$ cat src/rtl/liberty_pruner.sv
`default_nettype none
// ----------------------------------------------------------------------------
// liberty_pruner : removes prune-colour stones whose group has no liberty,
//                  found by iterative flood fill from liberty-adjacent stones.
// Revision: 1.0
// ----------------------------------------------------------------------------
module liberty_pruner #(
    parameter int N     = 9,
    parameter int CNT_W = $clog2(N*N+1)
) (
    input  logic                 clk_in,
    input  logic                 rst_in,
    input  logic                 start_in,
    input  logic [1:0]           prune_color_in,
    input  logic [2*N*N-1:0]     board_in,
    output logic                 ready_out,
    output logic                 done_out,
    output logic [2*N*N-1:0]     pruned_board_out,
    output logic [CNT_W-1:0]     capture_count_out,
    output logic [CNT_W-1:0]     iter_count_out
);

    localparam int               c_cells    = N*N;
    localparam logic [CNT_W-1:0] c_iter_max = CNT_W'(N*N);

    typedef enum logic [1:0] {
        S_IDLE   = 2'd0,
        S_SEED   = 2'd1,
        S_PROP   = 2'd2,
        S_OUTPUT = 2'd3
    } state_t;

    state_t               r_state;
    logic [2*N*N-1:0]     r_board;
    logic [1:0]           r_color;
    logic [c_cells-1:0]   r_alive;
    logic [CNT_W-1:0]     r_iter;
    logic                 r_done;
    logic [2*N*N-1:0]     r_pruned;
    logic [CNT_W-1:0]     r_capture;
    logic [CNT_W-1:0]     r_iter_out;

    logic                 w_color_ok;
    logic [c_cells-1:0]   w_match;
    logic [c_cells-1:0]   w_empty;
    logic [c_cells-1:0]   w_seed;
    logic [c_cells-1:0]   w_next;
    logic [c_cells-1:0]   w_removed;
    logic [2*N*N-1:0]     w_pruned;
    logic [CNT_W-1:0]     w_pop;

    // Colours 00/11 match nothing, so the whole board passes through untouched.
    assign w_color_ok = (r_color == 2'b01) || (r_color == 2'b10);

    for (genvar r = 0; r < N; r++) begin : g_row
        for (genvar c = 0; c < N; c++) begin : g_col
            localparam int I = r*N + c;
            logic [3:0] w_e;
            logic [3:0] w_a;

            assign w_match[I] = w_color_ok && (r_board[2*I+:2] == r_color);
            assign w_empty[I] = (r_board[2*I+:2] == 2'b00) || (r_board[2*I+:2] == 2'b11);

            // Off-board neighbours contribute neither liberty nor life.
            if (r > 0) begin : g_up
                assign w_e[0] = w_empty[I-N];
                assign w_a[0] = r_alive[I-N];
            end else begin : g_up_edge
                assign w_e[0] = 1'b0;
                assign w_a[0] = 1'b0;
            end
            if (r < N-1) begin : g_dn
                assign w_e[1] = w_empty[I+N];
                assign w_a[1] = r_alive[I+N];
            end else begin : g_dn_edge
                assign w_e[1] = 1'b0;
                assign w_a[1] = 1'b0;
            end
            if (c > 0) begin : g_lf
                assign w_e[2] = w_empty[I-1];
                assign w_a[2] = r_alive[I-1];
            end else begin : g_lf_edge
                assign w_e[2] = 1'b0;
                assign w_a[2] = 1'b0;
            end
            if (c < N-1) begin : g_rt
                assign w_e[3] = w_empty[I+1];
                assign w_a[3] = r_alive[I+1];
            end else begin : g_rt_edge
                assign w_e[3] = 1'b0;
                assign w_a[3] = 1'b0;
            end

            assign w_seed[I]          = w_match[I] & (|w_e);
            assign w_next[I]          = r_alive[I] | (w_match[I] & (|w_a));
            assign w_removed[I]       = w_match[I] & ~r_alive[I];
            assign w_pruned[2*I+:2]   = w_removed[I] ? 2'b00 : r_board[2*I+:2];
        end
    end

    always_comb begin
        w_pop = '0;
        for (int i = 0; i < c_cells; i++) begin
            w_pop = w_pop + CNT_W'(w_removed[i]);
        end
    end

    always_ff @(posedge clk_in) begin
        if (rst_in) begin
            r_state    <= S_IDLE;
            r_board    <= '0;
            r_color    <= 2'b00;
            r_alive    <= '0;
            r_iter     <= '0;
            r_done     <= 1'b0;
            r_pruned   <= '0;
            r_capture  <= '0;
            r_iter_out <= '0;
        end else begin
            r_done <= 1'b0;
            case (r_state)
                S_IDLE: begin
                    if (start_in) begin
                        r_board <= board_in;
                        r_color <= prune_color_in;
                        r_state <= S_SEED;
                    end
                end
                S_SEED: begin
                    r_alive <= w_seed;
                    r_iter  <= '0;
                    r_state <= S_PROP;
                end
                S_PROP: begin
                    if ((w_next == r_alive) || (r_iter == c_iter_max)) begin
                        r_state <= S_OUTPUT;
                    end else begin
                        r_alive <= w_next;
                        r_iter  <= r_iter + CNT_W'(1);
                    end
                end
                S_OUTPUT: begin
                    r_pruned   <= w_pruned;
                    r_capture  <= w_pop;
                    r_iter_out <= r_iter;
                    r_done     <= 1'b1;
                    r_state    <= S_IDLE;
                end
                default: r_state <= S_IDLE;
            endcase
        end
    end

    // Each PROP step grows the alive set by at least one cell, so N*N is never hit.
    a_iter_bound: assert property (@(posedge clk_in) disable iff (rst_in)
        (r_state == S_PROP) |-> (r_iter < c_iter_max));

    assign ready_out         = (r_state == S_IDLE);
    assign done_out          = r_done;
    assign pruned_board_out  = r_pruned;
    assign capture_count_out = r_capture;
    assign iter_count_out    = r_iter_out;

endmodule
`default_nettype wire

$ cat config.mk
export PLATFORM = sky130hd
export DESIGN_NAME = liberty_pruner
export DESIGN_NICKNAME = d
export VERILOG_FILES = /design/src/rtl/liberty_pruner.sv
export SDC_FILE = /design/constraint.sdc
export NUM_CORES = 1
export LEC_CHECK = 0
export BUFFER_PORTS_ARGS = -buffer_cell sky130_fd_sc_hd__buf_2
export CORE_ASPECT_RATIO = 2
export CORE_MARGIN = 5
export CORE_UTILIZATION = 55
export DETAILED_ROUTE_END_ITERATION = 8
export PLACE_DENSITY = 0.89
export SKIP_CTS_REPAIR_TIMING = 1
export SLEW_MARGIN = 5
export SYNTH_ARGS = -nofsm -noshare
export SYNTH_HDL_FRONTEND = slang
export SYNTH_SLANG_ARGS = --single-unit
$ cat constraint.sdc
create_clock -name clk_in -period 22.7 [get_ports clk_in]
set_input_delay 2.27 -clock clk_in [delete_from_list [all_inputs] [get_ports clk_in]]
set_output_delay 2.27 -clock clk_in [all_outputs]
set_load 0.03 [all_outputs]
==> results.ini <==
[power_and_ir_drop]
power_frac_clock = 0.222
seqPwrFrac = 0.360
power_density_nw_per_um2 = 115
leakage_nw = 10.3
switching_power_w = 0.00142
vdd_drop_max_uv = 86.6
comb_power_share = 0.418
switching_share = 0.456
internal-power_w = 0.00170

[logic_synthesis]
synth_area_leader_cell = dfxtp_1
syn_nets = 3240
syn_area_um2 = 24000
synth-adder-area-share = 0.0693
yosys.area.top_type_share = 0.359
async_reset_ff_frac = 0
synth_edf_count = 0
synth_compound_area_frac = 0.200
yosysWarnings = 0
synth_flop_cell = dfxtp_1
synth_cells = 2982
synthDistinctLibCells = 74
synth_top_family_by_area = simple AND/OR/NAND/NOR gates
synth_common_cells = a21oi_1, dfxtp_1, nand2_1
synthSimpleGateAreaFrac = 0.295
ys_seq_area_frac = 0.359
avgSynthCellArea_um2 = 8.05
ys_ff_latch = 431
muxShareOfSynthArea = 0.00542
yosysMostFrequentCell = a21oi_1
synthTopCellsByArea = dfxtp_1, a21oi_1, nand2_1, fa_1, nand2b_1
synth_xor_area_frac = 0.0208

[setup_path]
crit_start = r_color[0]
crit_path_max_incr_delay_ns = 0.60
cpMaxStageDelayCell = buf_4
critPathMostFrequentCell = fa_1
startpoint_type = register
worst-path-stages = 28
reg2reg_from = r_color[0]
r2r_cells = 28
critical_path_buf_inv_count = 10
rr_endpoint = capture_count_out[6]
critPathCaptureType = register
crit_family = adder cells
worst-path-max-fanout = 69
r2r_setup_slack_ns = 13.95
cp_data_arrival_time_ns = 9.16
worstSetupPathType = reg -> reg
required_ns = 23.11
crit_path_end = capture_count_out[6]

[placed_design]
placed_area_um2 = 25800
place_inst = 3682
pre_cts_slack_ns = 14.12
port_buffers = 344
routabilityCongestion = 1.10
dp_hpwl_mm = 72.0

[timing]
fin_crit_ns = 8.75
max_slew.worst_pin.slew_ns = 1.38
rsz0062_at_grt = false
fin_hold_ws_ns = 0.463
slew_headroom = 0.0788
skew_ns = 0.0132
period_share = 0.386
max_clock_freq_mhz = 114
fin_ws_ns = 13.95
tns_ns = 0
slew_violations = 0
hold_violations = 0
setup_viol = 0

[clock_network]
clkSinkCount = 431
clk_pin_slew_ns = 0.07
htree_levels = 2
max-clock-path-buffers = 3
insertion_delay_ns = 0.57
cts_tree = yes
clockRootBuffer = clkbuf_16
cts_made_buffers = 39

[finish]
drive_above_1_share = 0.159
final_area_um2 = 27100
syn_to_final_growth_pct = 12.8
nNetsFinal = 3431
fin_cells = 3750

[floorplan]
dieArea_um2 = 48200
initial_core_util = 0.554
core_area_um2 = 43400
dieHeight_um = 306
die-width_um = 158
rows = 108
ios = 345

[routing]
dr.pass1.iters = 6
via_per_inst = 6.57
postRouteAntennaNets = 0
drt_iter0_markers = 2679
wl_per_cell_um = 26.1
wl_mm = 97.8
vias = 24600
drc_errors = 0

[global_routing]
grt_overflow = 0
grt_pass1_vias = 23800
antenna_found_initial = 1
grt_pass1_wl_mm = 142
track_usage = 0.388
grt_max_degree = 196

[outcome]
status = complete, no violations

[worst_hold_path]
min_path_cells = 2
min_path_type = reg -> reg

[flow_run]
max-cap-violations = 0

==> worst min-delay path, cell delays in order, from the launching register on <==
cell and delay, ns:
dfxtp_1 0.31, nand2b_1 0.06, a21oi_1 0.05
==> power by group through the flow <==
| stage | sequential [W] | combinational [W] | clock (W) |
|---|---|---|---|
| 5_1_grt | 0.00112 | 0.00139 | 0.000723 |
| 4_1_cts | 0.00110 | 0.00126 | 0.000692 |
| 6_report | 0.00112 | 0.00130 | 0.000692 |
| 2_1_floorplan | 0.000999 | 0.000913 | 0 |
| 3_3_place_gp | 0.00111 | 0.00124 | 0 |
| 3_5_place_dp | 0.00112 | 0.00125 | 0 |
==> worst min path at each step <==
stage	slack, ns	end	start
2_1_floorplan	0.46	r_board[6]	r_board[6]
3_3_place_gp	0.45	pruned_board_out[33]	pruned_board_out[33]
3_5_place_dp	0.45	pruned_board_out[112]	pruned_board_out[112]
4_1_cts	0.47	pruned_board_out[112]	pruned_board_out[112]
5_1_grt	0.48	pruned_board_out[25]	pruned_board_out[25]
6_report	0.46	pruned_board_out[36]	pruned_board_out[36]
==> state kept, by name, indices dropped and copies added (netlist names) <==
signal and flops:
r_alive 81, iter_count_out 7, done_out 1, pruned_board_out 162
capture_count_out 7, r_state 2, r_iter 7, r_color 2
r_board 162
==> cell usage in the layout (no fill, tap or decap), types with 44 or more instances in the layout <==
cell type,n
a21oi_1,451
dfxtp_1,429
nand2_1,378
buf_2,343
nor2_1,178
nand2b_1,176
nand3_1,101
inv_1,89
nor3_1,82
o21ai_0,72
fa_1,70
o211ai_1,69
or4bb_1,59
a211oi_1,57
nor2b_1,56
or2_2,54
nor4_1,53
nand4bb_1,44
==> area by class of cell <==
cell class	count	area (um^2)
fill	3838	16300
antenna	2	5.00
clock buffer	54	1150
inverter	89	334
timing repair buffer	363	1900
tap	550	688
multi-input combinational	2249	14200
clock inverter	12	131
sequential	431	8630
==> per-stage QoR <==
| step | util | power (W) |
|---|---|---|
| 2_1_floorplan | - | 0.00191 |
| 3_3_place_gp | 0.595 | 0.00235 |
| 3_5_place_dp | 0.595 | 0.00237 |
| 4_1_cts | 0.624 | 0.00305 |
| 5_1_grt | 0.624 | 0.00323 |
| 6_report | 0.624 | 0.00312 |
==> layer usage <==
layer	track usage	vias up	wire length, um
met2	0.659	1484	47400
met3	0.0900	585	8350
met4	0.349	0	11600
li1	-	10900	-
met1	0.382	11700	30400
met5	0	-	0
==> logic make-up (layout without fill, tap and decap cells) <==
group | after synthesis | in the layout
other cells | 0 | 2
compound gates | 795 | 795
buf+inv | 302 | 518
simple gates | 1293 | 1293
fa+ha+maj | 91 | 91
mux | 13 | 13
xor+xnor | 57 | 57
flops | 431 | 431
Note: power is estimated with default switching activity, not from simulation.
